===== src/rtl/seven_seg_scan_driver.sv =====
// rtl/seven_seg_scan_driver.sv - time-multiplexed multi-digit 7-segment scan driver
module seven_seg_scan_driver #(
  parameter int NUM_DIGITS      = 4,
  parameter int CLKS_PER_DIGIT  = 25000,
  parameter int BLANK_GAP       = 2,
  parameter int SEG_ACTIVE_HIGH = 1,
  parameter int DIG_ACTIVE_HIGH = 0
) (
  input  logic                    i_clk,
  input  logic                    i_rst_n,
  input  logic [4*NUM_DIGITS-1:0] i_value,
  input  logic                    i_load,
  input  logic [NUM_DIGITS-1:0]   i_dp,
  input  logic                    i_lz_suppress,
  input  logic                    i_enable,
  output logic [6:0]              o_seg,
  output logic                    o_dp,
  output logic [NUM_DIGITS-1:0]   o_digit,
  output logic                    o_frame_start
);

  localparam int CNT_MAX = (CLKS_PER_DIGIT > BLANK_GAP) ? CLKS_PER_DIGIT : BLANK_GAP;
  localparam int CW      = (CNT_MAX > 1) ? $clog2(CNT_MAX) : 1;
  localparam int IW      = (NUM_DIGITS > 1) ? $clog2(NUM_DIGITS) : 1;

  localparam logic [CW-1:0] SHOW_LAST  = CW'(CLKS_PER_DIGIT - 1);
  localparam logic [CW-1:0] BLANK_LAST = CW'((BLANK_GAP > 0) ? BLANK_GAP - 1 : 0);
  localparam logic [IW-1:0] IDX_LAST   = IW'(NUM_DIGITS - 1);

  localparam logic [6:0]            SEG_OFF = (SEG_ACTIVE_HIGH != 0) ? 7'h00 : 7'h7F;
  localparam logic                  DP_OFF  = (SEG_ACTIVE_HIGH == 0);
  localparam logic [NUM_DIGITS-1:0] DIG_OFF = (DIG_ACTIVE_HIGH != 0) ? {NUM_DIGITS{1'b0}}
                                                                     : {NUM_DIGITS{1'b1}};

  typedef enum logic [1:0] {
    S_IDLE  = 2'd0,
    S_BLANK = 2'd1,
    S_SHOW  = 2'd2
  } state_e;

  // With no blanking gap a slot begins directly in SHOW.
  localparam state_e SLOT_FIRST = (BLANK_GAP > 0) ? S_BLANK : S_SHOW;

  state_e                  state_q, state_d;
  logic [CW-1:0]           cnt_q, cnt_d;
  logic [IW-1:0]           idx_q, idx_d;
  logic                    fs_d;
  logic [4*NUM_DIGITS-1:0] pend_val_q, pend_val_d;
  logic [NUM_DIGITS-1:0]   pend_dp_q, pend_dp_d;
  logic [4*NUM_DIGITS-1:0] disp_val_q, disp_val_d;
  logic [NUM_DIGITS-1:0]   disp_dp_q, disp_dp_d;

  logic [6:0]            seg_q, seg_d;
  logic                  dp_q, dp_d;
  logic [NUM_DIGITS-1:0] digit_q, digit_d;
  logic                  fs_q;

  logic [NUM_DIGITS-1:0] lz_mask;
  logic                  lz_run;
  logic [3:0]            nibble;
  logic [6:0]            seg_raw;
  logic [NUM_DIGITS-1:0] digit_raw;
  logic                  dp_raw;

  function automatic logic [6:0] font(input logic [3:0] n);
    case (n)
      4'h0: font = 7'h7E;
      4'h1: font = 7'h30;
      4'h2: font = 7'h6D;
      4'h3: font = 7'h79;
      4'h4: font = 7'h33;
      4'h5: font = 7'h5B;
      4'h6: font = 7'h5F;
      4'h7: font = 7'h70;
      4'h8: font = 7'h7F;
      4'h9: font = 7'h7B;
      4'hA: font = 7'h77;
      4'hB: font = 7'h1F;
      4'hC: font = 7'h4E;
      4'hD: font = 7'h3D;
      4'hE: font = 7'h4F;
      default: font = 7'h47;
    endcase
  endfunction

  // Scan sequencer: slot counter, digit index and frame-start detection.
  always_comb begin
    state_d = state_q;
    cnt_d   = cnt_q;
    idx_d   = idx_q;
    fs_d    = 1'b0;
    if (!i_enable) begin
      state_d = S_IDLE;
      cnt_d   = '0;
      idx_d   = '0;
    end else begin
      case (state_q)
        S_IDLE: begin
          state_d = SLOT_FIRST;
          cnt_d   = '0;
          idx_d   = '0;
          fs_d    = 1'b1;
        end
        S_BLANK: begin
          if (cnt_q == BLANK_LAST) begin
            state_d = S_SHOW;
            cnt_d   = '0;
          end else begin
            cnt_d = cnt_q + 1'b1;
          end
        end
        S_SHOW: begin
          if (cnt_q == SHOW_LAST) begin
            state_d = SLOT_FIRST;
            cnt_d   = '0;
            idx_d   = (idx_q == IDX_LAST) ? '0 : idx_q + 1'b1;
            fs_d    = (idx_q == IDX_LAST);
          end else begin
            cnt_d = cnt_q + 1'b1;
          end
        end
        default: begin
          state_d = S_IDLE;
          cnt_d   = '0;
          idx_d   = '0;
        end
      endcase
    end
  end

  // Pending capture; display snapshot only at frame start so a frame never tears.
  always_comb begin
    pend_val_d = i_load ? i_value : pend_val_q;
    pend_dp_d  = i_load ? i_dp    : pend_dp_q;
    disp_val_d = fs_d ? pend_val_d : disp_val_q;
    disp_dp_d  = fs_d ? pend_dp_d  : disp_dp_q;
  end

  // Leading-zero mask: digit k blanks when it and every higher nibble are zero.
  always_comb begin
    lz_mask = '0;
    lz_run  = 1'b1;
    for (int k = NUM_DIGITS - 1; k >= 0; k--) begin
      lz_run     = lz_run & (disp_val_d[k*4 +: 4] == 4'h0);
      lz_mask[k] = lz_run & (k > 0);
    end
  end

  // Output decode from next-state values so the registered pins line up with the state.
  always_comb begin
    nibble    = disp_val_d[{idx_d, 2'b00} +: 4];
    seg_raw   = 7'h00;
    dp_raw    = 1'b0;
    digit_raw = '0;
    if (state_d == S_SHOW) begin
      seg_raw          = (i_lz_suppress && lz_mask[idx_d]) ? 7'h00 : font(nibble);
      dp_raw           = disp_dp_d[idx_d];
      digit_raw[idx_d] = 1'b1;
    end
    seg_d   = (SEG_ACTIVE_HIGH != 0) ? seg_raw : ~seg_raw;
    dp_d    = (SEG_ACTIVE_HIGH != 0) ? dp_raw  : ~dp_raw;
    digit_d = (DIG_ACTIVE_HIGH != 0) ? digit_raw : ~digit_raw;
  end

  // State, data and output registers.
  always_ff @(posedge i_clk or negedge i_rst_n) begin
    if (!i_rst_n) begin
      state_q    <= S_IDLE;
      cnt_q      <= '0;
      idx_q      <= '0;
      pend_val_q <= '0;
      pend_dp_q  <= '0;
      disp_val_q <= '0;
      disp_dp_q  <= '0;
      seg_q      <= SEG_OFF;
      dp_q       <= DP_OFF;
      digit_q    <= DIG_OFF;
      fs_q       <= 1'b0;
    end else begin
      state_q    <= state_d;
      cnt_q      <= cnt_d;
      idx_q      <= idx_d;
      pend_val_q <= pend_val_d;
      pend_dp_q  <= pend_dp_d;
      disp_val_q <= disp_val_d;
      disp_dp_q  <= disp_dp_d;
      seg_q      <= seg_d;
      dp_q       <= dp_d;
      digit_q    <= digit_d;
      fs_q       <= fs_d;
    end
  end

  assign o_seg         = seg_q;
  assign o_dp          = dp_q;
  assign o_digit       = digit_q;
  assign o_frame_start = fs_q;

endmodule


===== config.mk =====
export PLATFORM = sky130hd
export DESIGN_NAME = seven_seg_scan_driver
export DESIGN_NICKNAME = d
export VERILOG_FILES = /design/src/rtl/seven_seg_scan_driver.sv
export SDC_FILE = /design/constraint.sdc
export NUM_CORES = 1
export LEC_CHECK = 0
export ABC_CLOCK_PERIOD_IN_PS = 4500
export BUFFER_PORTS_ARGS = -buffer_cell sky130_fd_sc_hd__buf_2
export CORE_AREA = 2 2 88 90
export DETAILED_ROUTE_END_ITERATION = 6
export DIE_AREA = 0 0 90 92
export PLACE_DENSITY = 0.78
export SYNTH_ARGS = -nofsm -noshare
export SYNTH_HDL_FRONTEND = slang
export SYNTH_SLANG_ARGS = --single-unit

===== constraint.sdc =====
create_clock -name i_clk -period 4.5 [get_ports i_clk]
set_clock_uncertainty 0.05 [all_clocks]
set_input_delay 0.225 -clock i_clk [delete_from_list [all_inputs] [get_ports i_clk]]
set_output_delay 0.225 -clock i_clk [all_outputs]
set_load 0.01 [all_outputs]

Word level (Yosys, flattened, before mapping)
Memory sizes are Yosys's and may differ from the RTL's.
Index checks and enable logic that the tools add are counted.

word-level totals
  input bits = 25
  ROM bits = 112
  output and inout port bits = 13
  register bits after elaboration = 72
  word-level logic and storage cells = 61
  memories = 1

memory list
  memory           depth  bits a word  rd ports  clocked after Yosys merged registers in  write ports  line  text
  (no name shown)  16     7            1         0                                        0            66    case (n)

cells by class
  reduce and logical (&&, ||, !) cells = 6
  bitwise operators = 3
  mux-type cells = 29
  shifts and indexed selects = 1
  equality and inequality tests = 6
  $lt $le $gt $ge = 2
  $add $sub $neg = 2

operators by type and width
  operator                                                                             number
  15-bit 2-to-1 mux                                                                    3
  16-bit 2-to-1 mux                                                                    2
  15-bit one-hot mux with 2 select lines                                               1
  16-bit by 5-bit indexed part select with 4-bit output                                1
  15-bit by 1-bit adder with 15-bit output, second input constant                      1
  15-bit by 1-bit == test with 1-bit output, second input constant                     1
  15-bit == test, second input constant                                                1
  7-bit 2-to-1 mux                                                                     2
  4-bit logical NOT                                                                    3
  2-bit 2-to-1 mux                                                                     6
  4-bit 2-to-1 mux                                                                     3
  2-bit == test, second input constant                                                 3
  1-bit 2-to-1 mux                                                                     6
  2-bit one-hot mux with 3 select lines                                                1
  1-bit binary-select mux with 2-bit select                                            2
  4-bit NOT                                                                            1
  2-bit one-hot mux with 2 select lines                                                1
  2-bit by 3-bit < comparator with 1-bit output, second input constant                 1
  2-bit by 1-bit adder with 2-bit output, second input constant                        1
  1-bit bitwise AND                                                                    2
  1-bit demux with 2-bit select                                                        1
  2-bit by 1-bit == test with 1-bit output, second input constant                      1
  2-bit by 1-bit greater-or-equal comparator with 1-bit output, second input constant  1
  1-bit logical AND                                                                    2
  other kinds (2)                                                                      2

Logic depth before layout (Yosys ltp)
Gate-level depths: netlist (run 1).

  word-level depth = 13
  depth in mapped cells = 15
  gate-level depth less buffers = 13

Least setup slack after synthesis (run 1)
OpenSTA, ideal clock, no wires.

  path type = reg-to-reg
  start = register cnt_q[10]
  end = register seg_q[1], in the netlist o_seg[1]
  stages on the path, launching flop included = 15
  library setup time = 0.104 ns
  clock period less this slack = 3.952 ns
  data required time = 4.346 ns
  data arrival time = 3.798 ns
  setup slack = 0.548 ns
  buffers on the path = 2
  cell sequence = dfrtp_1 -> or4_4 -> or4_4 -> buf_6 -> o21ai_4 -> buf_6 -> mux2i_1 -> inv_1 -> mux2_4 -> a222oi_1 -> inv_1 -> ha_1 -> nand2_1 -> o21ai_0 -> a221oi_1

on the way
  elaborated cells between the ends (all ways) = 26
  classes of those cells = eq/ne: 3; shift: 1; mux: 15; bitwise: 2; reduce/logical: 4; memory: 1

RTL lines
  element                                                         line  text
  start: declaration                                              45    logic [CW-1:0] cnt_q, cnt_d;
  start signal: assignment                                        181   cnt_q <= cnt_d;
  15-bit == test (*)                                              113   if (cnt_q == SHOW_LAST) begin
  1-bit 2-to-1 mux (*)                                            113
  1-bit one-hot mux with 2 select lines (*)                       97    case (state_q)
  1-bit 2-to-1 mux (*)                                            92    if (!i_enable) begin
  16-bit 2-to-1 mux (*)                                           135   disp_val_d = fs_d ? pend_val_d : disp_val_q;
  net disp_val_d[5]                                               50    logic [4*NUM_DIGITS-1:0] disp_val_q, disp_val_d;
  branches (longest 5 deep; another with memory read 16 x 7 bit)  -
  7-bit 2-to-1 mux (*)                                            156   seg_raw = (i_lz_suppress && lz_mask[idx_d]) ? 7'h00 : font(nibble);
  7-bit 2-to-1 mux (*)                                            155   if (state_d == S_SHOW) begin
  net seg_d[1]                                                    53    logic [6:0] seg_q, seg_d;
  end signal: assignment                                          187   seg_q <= seg_d;
  end: declaration                                                53

Mark *: on every way through the listed nets, which the timed path passes. The select of a mux whose other input is x is not followed.

Final worst setup path (run 1)
  start = register cnt_q[10]
  end = register seg_q[3], in the netlist o_seg[3]

on the way
  longest elaborated chain between the ends = 13
  elaborated cells between the ends (all ways) = 26
  classes of those cells = eq/ne: 3; shift: 1; mux: 15; bitwise: 2; reduce/logical: 4; memory: 1

ends and longest elaborated chain
  element                                                          line
  branches (longest 12 deep; another with memory read 16 x 7 bit)  -
  7-bit 2-to-1 mux (*)                                             155
  net seg_d[3]                                                     53

Marked as above.

==> results of run 1 <==
-- path summary, 6_finish.rpt --
kind / to / slack (ns) / cells after the start
max in group asynchronous: idx_q[0] / 3.07 / 3
setup / recovery: o_seg[3] / 0.62 / 11
min in group asynchronous: pend_dp_q[1] / 0.32 / 2
hold reg to reg: pend_dp_q[3] / 0.45 / 1
setup reg to reg: o_seg[3] / 0.62 / 11
hold / removal: pend_dp_q[1] / 0.07 / 2
-- cell type report --
| cell class | instances | share of cell area, % |
|---|---|---|
| clock inverters | 5 | 2.01 |
| repair buffers | 43 | 5.76 |
| multi-input cells | 210 | 38.5 |
| inverters | 28 | 2.60 |
| flip-flops and latches | 72 | 44.7 |
| well taps | 102 | 3.16 |
| clock buffers | 11 | 3.25 |
-- cell families after synthesis --
logic type | share of synthesized area, %
XOR/XNOR | 3.22
AO/OA/AOI/OAI | 10.5
buffers and inverters | 4.92
adder cells (fa/ha/maj) | 4.60
AND/OR/NAND/NOR | 13.1
multiplexers | 12.6
flip-flops | 51.1
-- power groups by stage --
| stage | Sequential (mW) | Combinational (mW) | Clock [mW] |
|---|---|---|---|
| finish | 0.723 | 0.251 | 0.549 |
| detailed placement | 0.735 | 0.248 | 0 |
| CTS | 0.723 | 0.251 | 0.560 |
| global route | 0.729 | 0.281 | 0.586 |
| global placement | 0.732 | 0.235 | 0 |
| floorplan | 0.729 | 0.177 | 0 |
-- synth_stat cells, drive strengths merged --
| cell | number | area, sq um |
|---|---|---|
| a211oi | 2 | 15.0 |
| a21boi | 1 | 7.51 |
| a21oi | 10 | 53.8 |
| a221o | 2 | 20.0 |
| a221oi | 6 | 82.6 |
| a222oi | 1 | 10.0 |
| a22o | 1 | 8.76 |
| a22oi | 2 | 15.0 |
| a31oi | 4 | 25.0 |
| a32o | 2 | 20.0 |
| and2 | 1 | 6.26 |
| and3 | 4 | 25.0 |
| and3b | 1 | 8.76 |
| buf | 6 | 53.8 |
| clkbuf | 4 | 15.0 |
| dfrtp | 68 | 1700 |
| dfstp | 4 | 105 |
| ha | 13 | 163 |
| inv | 28 | 105 |
| mux2 | 22 | 255 |
| mux2i | 19 | 190 |
| nand2 | 20 | 75.1 |
| nand3 | 12 | 60.1 |
| nand3b | 1 | 7.51 |
| nand4 | 5 | 31.3 |
| nor2 | 37 | 139 |
| nor2b | 2 | 12.5 |
| nor3 | 4 | 20.0 |
| nor3b | 1 | 7.51 |
| nor4 | 1 | 6.26 |
| nor4b | 1 | 8.76 |
| o211ai | 2 | 15.0 |
| o21a | 1 | 7.51 |
| o21ai | 7 | 46.3 |
| o22a | 1 | 8.76 |
| o31ai | 2 | 20.0 |
| o32ai | 2 | 17.5 |
| or2 | 3 | 18.8 |
| or3 | 2 | 12.5 |
| or4 | 2 | 22.5 |
| xnor2 | 6 | 52.6 |
| xor2 | 7 | 61.3 |
-- what timing repair did --
item / CTS / global route
hold buffers: 1 / 0
gates resized for setup: 0 / 0
buffers inserted: 0 / 0
setup endpoints to repair: 0 / 0
hold endpoints to repair: 18 / 0
-- per-stage QoR --
stage / hold WS, ns / total power [mW] / utilization [%] / instance area (sq um)
6_report: 0.0699 / 1.52 / 54.3 / 4040
5_1_grt: 0.0716 / 1.60 / 54.3 / 4040
4_1_cts: 0.0642 / 1.53 / 54.3 / 4040
3_5_place_dp: 0.154 / 0.982 / 51.3 / 3820
3_3_place_gp: 0.148 / 0.967 / 51.3 / 3820
2_1_floorplan: -0.121 / 0.906 / - / 3540
-- state kept, by name (all words and copies together) (netlist names) --
| register | count |
|---|---|
| idx_q | 2 |
| disp_dp_q | 4 |
| pend_val_q | 16 |
| pend_dp_q | 4 |
| o_digit | 4 |
| disp_val_q | 16 |
| o_seg | 7 |
| o_frame_start | 1 |
| o_dp | 1 |
| state_q | 2 |
| cnt_q | 15 |
-- per-layer routing --
metal  vias to the layer above  track usage [%]  part of all wire (%)
met2                        43             31.6                    49
met5                         -                0                     0
met3                        13             4.52                   4.0
met4                         0             7.05                   1.7
li1                       1209                -                     -
met1                      1245             23.7                    45
-- cell usage in the layout (no fill, tap or decap), drive strengths merged, types with 5 or more instances in the layout --
master / synthesis / routed
dfrtp: 68 / 68
nor2: 37 / 37
ha: 13 / 13
inv: 28 / 28
xor2: 7 / 7
a221oi: 6 / 6
buf: 6 / 42
xnor2: 6 / 6
nand2: 20 / 20
nand3: 12 / 12
a21oi: 10 / 10
mux2: 22 / 22
clkbuf: 4 / 11
o21ai: 7 / 7
mux2i: 19 / 19
nand4: 5 / 5
==> results.txt, run 1 <==
----------------------------------------------------
[Status]
  Result of the run ... completed

[Routing]
  Via/cell ratio ... about 5.3
  DRC violation total after the first TritonRoute iteration ... between 100 and 150
  Post-detailed-route count of antenna-violating nets ... 0
  Total wire length after detailed routing ... between 7 and 8 mm
  Drt first pass iters ... 4
  Overall via count from detail_route ... between 2k and 3k
  DRC violation count after routing ... 0
  Average wire per standard cell ... 15.2 microns

[Global route]
  Global-route wire length before repair ... about 12 mm
  GRT overflow ... 0
  Overall routing resource usage ... a little under a fifth
  Number of antenna violations at the first check in global routing ... 0
  Largest net degree at the start of global routing ... 53
  Via count of the first global-routing pass ... around 2.5k

[Pwr]
  Worst-case vdd ir drop ... ~0.00023 V
  Portion of total power attributed to the clock network ... between 30 and 40%
  Static power due to leakage ... about 1.9 nW
  Switching power ... 408 uW
  Internal power consumption ... 1.11 mW
  Combinational share of power ... 16.5%
  Switching fraction of total power ... between 20% and 30%
  Portion of total power attributed to sequential cells ... 47.5%
  Total power per unit cell area ... roughly 380 nW/um^2

[Timing]
  Tightest slew margin relative to the limit ... roughly 57%
  Count of pins over their slew limit ... 0
  Smallest setup slack after layout ... 0.616 ns
  Unrepaired setup endpoints after global routing ... false
  Total negative slack for setup checks ... 0 ns
  Final min period ... about 3.9 ns
  Count of final hold-check violations ... 0
  Final Setup Violations ... 0
  Period utilisation layout ... 86.3%
  Slew at the pin with the worst max-slew slack ... around 0.62 ns
  Maximum clock frequency ... about 0.26 GHz

[Critical path]
  Nature of the critical path endpoint ... flip-flop
  Buf+Inv Stages, Crit Path ... 2
  Slowest cell on the critical path ... sky130_fd_sc_hd__or4_4
  Origin of the critical flop-to-flop path ... cnt_q[10]
  Critical Setup Path Class ... flip-flop to flip-flop
  Crit-path cells ... or4_4 > or4_4 > o21ai_4 > buf_4 > mux2i_1 > mux2i_1 > a221o_1 > inv_1 > ha_1 > o211ai_1 > a21oi_1
  Worst setup path startpoint ... cnt_q[10]
  Largest delay contributor family on the critical path ... simple AND/OR/NAND/NOR gates
  Delay of the slowest cell on the worst path ... approximately 0.63 ns
  CP startpoint kind ... flip-flop
  Critical path fanouts, max ... 15
  CP required ... 4.66 ns
  Arr. time, crit path ... 4.04 ns

[Final layout]
  Sequential standard cell area ... 1810 sq um
  Diode insertion count for antenna repair ... 0
  Fraction of final layout cells with drive strength greater than 1 ... between 20 and 25%
  Layout Nets ... 402
  Relative area change from synthesis to final layout ... 14.3%
  Combined area of the multi-input logic cells ... roughly 1600 sq um
  Fill cells ... between 600 and 700
  Cell Count, Final, Fillers Out ... approximately 470

[Yosys]
  Seq/Total Area, Yosys ... approximately half
  Post-synthesis register bit count ... a little over 70
  Mapped Area ... between 3000 and 4000 sq um
  Synthesized area per cell ... around 11 sq um
  Cell count after synthesis ... 320
  Library cells used by synthesis ... 52
  Net count after synthesis ... between 300 and 400
  Count of yosys warnings during synthesis ... 0

[Clocking]
  Clock H-tree levels ... 3
  Later-pin clock latency in the skew report ... 0.35 ns
  Clk pin slew, worst setup/hold paths ... ~0.08 ns
  Clock net sink count ... 72
  TritonCTS clock tree ... yes
  Total CTS buffers ... 9
  Clock tree buffer depth ... 2
  Root cell of the clock tree ... sky130_fd_sc_hd__clkbuf_8

[Die]
  Die outline height ... between 90 and 100 microns
  Starting density of the core ... approximately 47%
  Core Area ... around 7400 sq um
  Area enclosed by the die boundary ... ~8300 sq um
  Std cell rows ... 32
  Horizontal die dimension ... 90 microns
  Number of top-level pins ... 38

[Hold path]
  Hold Crit Class ... input pin to flip-flop
  Hold_sp ... i_dp[1]

[Placement]
  Last weighted congestion value of the routability-driven placer ... 0.929
  Dpl hpwl ... roughly 5.2 mm
  Cell count after placement ... roughly 450
  Setup slack at placement ... 0.648 ns
  Count of input and output buffers ... 37

[Run]
  Maximum Capacitance Violations ... 0

----------------------------------------------------
Power figures use the tool's default switching activity.
==> run 2, diff against run 1 <==
- CELL_PAD_IN_SITES_DETAIL_PLACEMENT: not set -> 0
- CELL_PAD_IN_SITES_GLOBAL_PLACEMENT: not set -> 1
- CORE_AREA: 2 2 88 90 -> 2 2 91 93
- DIE_AREA: 0 0 90 92 -> 0 0 93 95
- HOLD_SLACK_MARGIN: not set -> 0.1
- PLACE_DENSITY: 0.78 -> 0.87
==> results.txt, run 2 (synthesis gave the netlist of run 1 again) <==
----------------------------------------------------
[Final layout]
  Layout Nets ... 416 (+3.5%)
  Most frequent cells in the layout ... sky130_fd_sc_hd__dfrtp_1, sky130_fd_sc_hd__nor2_1, sky130_fd_sc_hd__buf_2
  Most common cell after layout, fill and taps aside ... sky130_fd_sc_hd__dfrtp_1
  Cell Count, Final, Fillers Out ... 488 (+3.6%)
  Relative area change from synthesis to final layout ... 19.2%
  Fraction of final layout cells with drive strength greater than 1 ... 24.5% (-0.39 points)
  Diode insertion count for antenna repair ... 0 (unchanged)
  Layout Cell Area excl Fill ... 4220 sq um (+4.3%)
  Largest registers ... disp_val_q x16, pend_val_q x16, cnt_q x15

[Routing]
  Drt first pass iters ... 4 (unchanged)
  Average wire per standard cell ... 14.6 microns (-3.6%)
  DRC violation total after the first TritonRoute iteration ... 133 (-7.0%)
  Overall via count from detail_route ... 2526 (+0.64%)
  Via/cell ratio ... 5.18 (-2.9%)
  Post-detailed-route count of antenna-violating nets ... 0 (unchanged)
  Total wire length after detailed routing ... 7.13 mm (-0.15%)
  DRC violation count after routing ... 0 (unchanged)

[Status]
  Result of the run ... completed

[Timing]
  Period utilisation layout ... 89.8% (+3.5 points)
  Count of pins over their slew limit ... 0 (unchanged)
  Tightest slew margin relative to the limit ... 29.8% (-28 points)
  Final min period ... 4.04 ns (+0.156 ns)
  Slew at the pin with the worst max-slew slack ... 1.05 ns (+0.431 ns)
  Count of final hold-check violations ... 0 (unchanged)
  Unrepaired setup endpoints after global routing ... false
  Total negative slack for setup checks ... 0 ns (unchanged)
  Final worst hold slack ... 0.109 ns (+0.0392 ns)
  Final Setup Violations ... 0 (unchanged)
  Maximum clock frequency ... 0.248 GHz (-3.9%)

[Die]
  Horizontal die dimension ... 93 microns (+3.3%)
  Std cell rows ... 33 (+3.1%)
  Number of top-level pins ... 38 (unchanged)
  Core Area ... 7930 sq um (+6.5%)
  Die outline height ... 95 microns (+3.3%)
  Area enclosed by the die boundary ... 8840 sq um (+6.7%)
  Starting density of the core ... 44.6% (-2.9 points)

[Clocking]
  Later-pin clock latency in the skew report ... 0.35 ns (about the same)
  Number of gates resized after CTS ... 0 (unchanged)
  TritonCTS clock tree ... yes
  Root cell of the clock tree ... sky130_fd_sc_hd__clkbuf_8
  Clock H-tree levels ... 3 (unchanged)
  Setup repair bufs after CTS ... 0 (unchanged)
  Total CTS buffers ... 9 (unchanged)
  Clk pin slew, worst setup/hold paths ... 0.08 ns (about the same)
  Clock net sink count ... 72 (unchanged)
  Clock tree buffer depth ... 2 (unchanged)

[Critical path]
  Worst setup path startpoint ... cnt_q[10]
  Origin of the critical flop-to-flop path ... cnt_q[10]
  Largest delay contributor family on the critical path ... simple AND/OR/NAND/NOR gates
  Delay of the slowest cell on the worst path ... 0.63 ns (about the same)
  Internal reg-to-reg setup slack ... 0.46 ns (-0.16 ns)
  Slowest cell on the critical path ... sky130_fd_sc_hd__or4_4
  Nature of the critical path endpoint ... flip-flop
  Number of cell instances on the worst register-to-register path ... 13 (+2)
  Critical Setup Path Class ... flip-flop to flip-flop
  Endpoint of the worst-slack reg-to-reg timing path ... o_seg[1]
  CP startpoint kind ... flip-flop
  Buf+Inv Stages, Crit Path ... 3 (+1)
  Critical path fanouts, max ... 15 (unchanged)
  CP required ... 4.69 ns (+0.03 ns)
  Crit-path cells ... or4_4 > or4_4 > o21ai_4 > buf_4 > a21oi_2 > mux2_4 > a222oi_1 > buf_4 > inv_1 > ha_1 > nand2_1 > o21ai_0 > a221oi_1
  Arr. time, crit path ... 4.23 ns (+0.19 ns)

[Pwr]
  Worst-case vdd ir drop ... 0.000141 V (-37%)
  Total power per unit cell area ... 378 nW/um^2 (+0.47%)
  Internal power consumption ... 1.18 mW (+5.7%)
  Portion of total power attributed to the clock network ... 38.8% (+2.7 points)
  Portion of total power attributed to sequential cells ... 45.2% (-2.3 points)
  Switching fraction of total power ... 26.2% (-0.61 points)
  Combinational share of power ... 16.0% (-0.5 points)
  Switching power ... 417 uW (+2.4%)
  Static power due to leakage ... 1.95 nW (+4.0%)

[Placement]
  Cell count after placement ... 457 (+0.66%)
  Instance area at placement ... 3820 sq um (about the same)
  Count of input and output buffers ... 37 (unchanged)
  Dpl hpwl ... 5.03 mm (-3.3%)
  Last weighted congestion value of the routability-driven placer ... 0.938 (+0.95%)

[Run]
  Maximum Capacitance Violations ... 0 (unchanged)

[Hold path]
  Hold Crit Class ... input pin to flip-flop
  Hold path endpoint ... pend_val_q[3]
  Hold_sp ... i_value[3]
  Count of cells along the worst hold path ... 2 (unchanged)

[Global route]
  Largest net degree at the start of global routing ... 48 (-9.4%)
  GRT overflow ... 0 (unchanged)
  Global-route wire length before repair ... 11.9 mm (-3.9%)
  Number of antenna violations at the first check in global routing ... 0 (unchanged)
  Overall routing resource usage ... 17.3% (-1.5 points)
  Via count of the first global-routing pass ... 2493 (-2.0%)

----------------------------------------------------
-- run 2: changes by cell type in the layout (fill, tap and decap cells not counted) --
cell | before | now
sky130_fd_sc_hd__clkbuf_1 | 2 | 0
sky130_fd_sc_hd__bufinv_16 | 2 | 3
sky130_fd_sc_hd__dlygate4sd3_1 | 1 | 15
sky130_fd_sc_hd__clkinv_4 | 1 | 2
-- run 2: power by group through the flow --
stage                     logic [mW]  registers [mW]  clock network (mW)
after CTS                      0.256           0.722               0.632
final                          0.255           0.721               0.620
after global routing           0.287           0.727               0.659
after floorplan                0.177           0.729                   0
after detailed placement       0.245           0.735                   0
after global placement         0.236           0.732                   0
-- run 2: final cells by class --
class                           instances  area, sq um
Fill cell                             730         3710
Sequential cell                        72         1810
Multi-Input combinational cell        210         1560
Timing Repair Buffer                   57          373
Tap cell                              105          131
Clock buffer                            9          124
Clock inverter                          7          120
Inverter                               28          105
-- run 2: timing repair --
| action | 4_1_cts | 5_1_grt |
|---|---|---|
| hold buffers | 15 | 0 |
| endpoints found under the hold margin | 56 | 0 |
| setup endpoints to repair | 0 | 0 |
-- run 2: worst max path at each step --
stage	to	slack, ns	cells past startpoint
after CTS	o_seg[1]	0.46	13
after global routing	o_seg[3]	0.24	11
after detailed placement	o_seg[3]	0.50	10
final	o_seg[1]	0.46	13
after floorplan	o_seg[1]	0.55	14
after global placement	o_seg[3]	0.57	10
-- run 2: metrics by stage --
stage | total power [mW] | worst slack (ns) | util (%)
global route | 1.67 | 0.241 | 53.2
finish | 1.60 | 0.461 | 53.2
global placement | 0.968 | 0.572 | 48.2
floorplan | 0.906 | 0.548 | -
CTS | 1.61 | 0.456 | 53.2
detailed placement | 0.979 | 0.499 | 48.2
-- run 2: layer usage --
metal  track usage, %  part of all wire (%)  up-vias
met5                0                     0        -
met4             7.72                   1.8        0
met1             23.0                    48     1226
met3             3.11                   4.0       11
met2             27.9                    47       57
li1                 -                     -     1232
==> run 3, diff against run 2 <==
- CORE_AREA: 2 2 91 93 -> 2 2 92 94
- DIE_AREA: 0 0 93 95 -> 0 0 94 96
- PLACE_DENSITY: 0.87 -> 0.86
==> results.txt, run 3 (synthesis gave the netlist of run 1 again) <==
----------------------------------------------------
[Placement]
  Setup slack at placement ... 0.506 ns (+0.00741 ns)
  Dpl hpwl ... 5.04 mm (+0.11%)
  Count of input and output buffers ... 37 (unchanged)
  Last weighted congestion value of the routability-driven placer ... 0.896 (-4.5%)

[Pwr]
  Static power due to leakage ... 1.92 nW (-1.3%)
  Total power after layout ... 1.49 mW (-6.8%)
  Total power per unit cell area ... 357 nW/um^2 (-5.6%)
  Worst-case vdd ir drop ... 0.000154 V (+8.8%)

[Routing]
  DRC violation total after the first TritonRoute iteration ... 78 (-41%)
  Average wire per standard cell ... 14.7 microns (+0.35%)
  DRC violation count after routing ... 0 (unchanged)
  Total wire length after detailed routing ... 7.14 mm (+0.14%)
  Post-detailed-route count of antenna-violating nets ... 0 (unchanged)
  Overall via count from detail_route ... 2488 (-1.5%)
  Drt first pass iters ... 4 (unchanged)
  Via/cell ratio ... 5.11 (-1.3%)

[Global route]
  Via count of the first global-routing pass ... 2452 (-1.6%)
  GRT overflow ... 0 (unchanged)
  Number of antenna violations at the first check in global routing ... 0 (unchanged)
  Global-route wire length before repair ... 11.6 mm (-2.3%)
  Largest net degree at the start of global routing ... 73 (+52%)
  Overall routing resource usage ... 16.8% (-0.58 points)

[Timing]
  Smallest setup slack after layout ... 0.500 ns (+0.0392 ns)
  Final min period ... 4.00 ns (-0.0392 ns)
  Count of pins over their slew limit ... 0 (unchanged)
  Count of final hold-check violations ... 0 (unchanged)
  Slew at the pin with the worst max-slew slack ... 0.910 ns (-0.142 ns)
  Tightest slew margin relative to the limit ... 39.3% (+9.5 points)
  Period utilisation layout ... 88.9% (-0.87 points)
  Final worst hold slack ... 0.107 ns (-0.00198 ns)
  Total negative slack for setup checks ... 0 ns (unchanged)
  Maximum clock frequency ... 0.250 GHz (+0.98%)
  Final Setup Violations ... 0 (unchanged)
  Unrepaired setup endpoints after global routing ... false

[Critical path]
  Slowest cell on the critical path ... sky130_fd_sc_hd__or4_4
  Arr. time, crit path ... 4.19 ns (-0.04 ns)
  Nature of the critical path endpoint ... flip-flop
  CP required ... 4.69 ns (about the same)
  Delay of the slowest cell on the worst path ... 0.64 ns (about the same)
  Internal reg-to-reg setup slack ... 0.50 ns (+0.04 ns)
  Critical Setup Path Class ... flip-flop to flip-flop
  Critical Path Most Common Cell ... sky130_fd_sc_hd__or4_4
  Crit-path cells ... or4_4 > or4_4 > o21ai_4 > buf_4 > mux2_2 > a221o_1 > ha_1 > inv_1 > a21oi_1 > a211oi_1
  Critical path fanouts, max ... 29 (+14)
  CP startpoint kind ... flip-flop

[Clocking]
  Later-pin clock latency in the skew report ... 0.35 ns (about the same)
  Clock tree buffer depth ... 2 (unchanged)
  Setup repair bufs after CTS ... 0 (unchanged)
  Clock H-tree levels ... 3 (unchanged)
  Clock net sink count ... 72 (unchanged)
  Root cell of the clock tree ... sky130_fd_sc_hd__clkbuf_8
  TritonCTS clock tree ... yes
  Total CTS buffers ... 9 (unchanged)
  Clk pin slew, worst setup/hold paths ... 0.08 ns (about the same)

[Die]
  Die outline height ... 96 microns (+1.1%)
  Starting density of the core ... 43.9% (-0.69 points)
  Core Area ... 8050 sq um (+1.6%)
  Number of top-level pins ... 38 (unchanged)
  Std cell rows ... 33 (unchanged)
  Horizontal die dimension ... 94 microns (+1.1%)
  Area enclosed by the die boundary ... 9020 sq um (+2.1%)

[Final layout]
  Relative area change from synthesis to final layout ... 17.7%
  Fraction of final layout cells with drive strength greater than 1 ... 24.1% (-0.46 points)
  Diode insertion count for antenna repair ... 0 (unchanged)
  Most frequent cells in the layout ... sky130_fd_sc_hd__dfrtp_1, sky130_fd_sc_hd__nor2_1, sky130_fd_sc_hd__buf_2
  Most common cell after layout, fill and taps aside ... sky130_fd_sc_hd__dfrtp_1
  Largest registers ... disp_val_q x16, pend_val_q x16, cnt_q x15
  Layout Nets ... 415 (-0.24%)

[Run]
  Maximum Capacitance Violations ... 0 (unchanged)

[Status]
  Result of the run ... completed

[Hold path]
  Hold Crit Class ... input pin to flip-flop

----------------------------------------------------
## run 3: report_power, final
group / switching, mW / leakage (nW) / total [mW] / internal [mW]
registers: 0.0194 / 0.895 / 0.722 / 0.703
clock network: 0.242 / 0.0993 / 0.512 / 0.270
logic: 0.147 / 0.930 / 0.252 / 0.106
total: 0.408 / 1.92 / 1.49 / 1.08
## run 3: cell type report
type,count,area (sq um)
multi-input cells,210,1560
flip-flops and latches,72,1810
well taps,105,131
clock buffers,11,141
fillers,733,3890
inverters,28,105
clock inverters,5,56.3
repair buffers,56,365
## run 3: final timing paths
kind	from	end	cells past startpoint
worst max-delay path	cnt_q[9]	o_seg[2]	10
worst min-delay path	i_value[11]	pend_val_q[11]	3
worst max register to register	cnt_q[9]	o_seg[2]	10
worst min register to register	pend_dp_q[2]	pend_dp_q[2]	1
max in group asynchronous	i_rst_n	o_seg[2]	3
min in group asynchronous	i_rst_n	pend_dp_q[0]	3
## run 3: what timing repair did
item	4_1_cts	5_1_grt
resized for setup	0	0
hold buffers	15	0
setup endpoints to repair	0	0
hold endpoints to repair	82	0
## run 3: through the flow
| stage | instances | utilization [%] | cell area, sq um |
|---|---|---|---|
| CTS | 487 | 51.7 | 4160 |
| finish | 487 | 51.7 | 4160 |
| detailed placement | 456 | 47.4 | 3810 |
| floorplan | 320 | - | 3540 |
| global route | 487 | 51.7 | 4160 |
| global placement | 456 | 47.4 | 3810 |
## run 3: routing by layer
| layer | vias to the layer above | GRT usage (%) | part of all wire [%] | wire (microns) |
|---|---|---|---|---|
| li1 | 1226 | - | - | - |
| met1 | 1185 | 22.4 | 48 | 3460 |
| met2 | 62 | 26.5 | 46 | 3320 |
| met3 | 15 | 3.37 | 3.7 | 261 |
| met4 | 0 | 7.49 | 1.5 | 104 |
| met5 | - | 0 | 0 | 0 |
## run 3: critical path: cells and delay by family, from the launching register on
kind,cells,cell delay (ns)
AOI/OAI and AO/OA,4,1.09
buffers and inverters,2,0.49
muxes,1,0.39
and+or+nand+nor,2,1.18
DFF,1,0.41
adders and majority gates,1,0.27
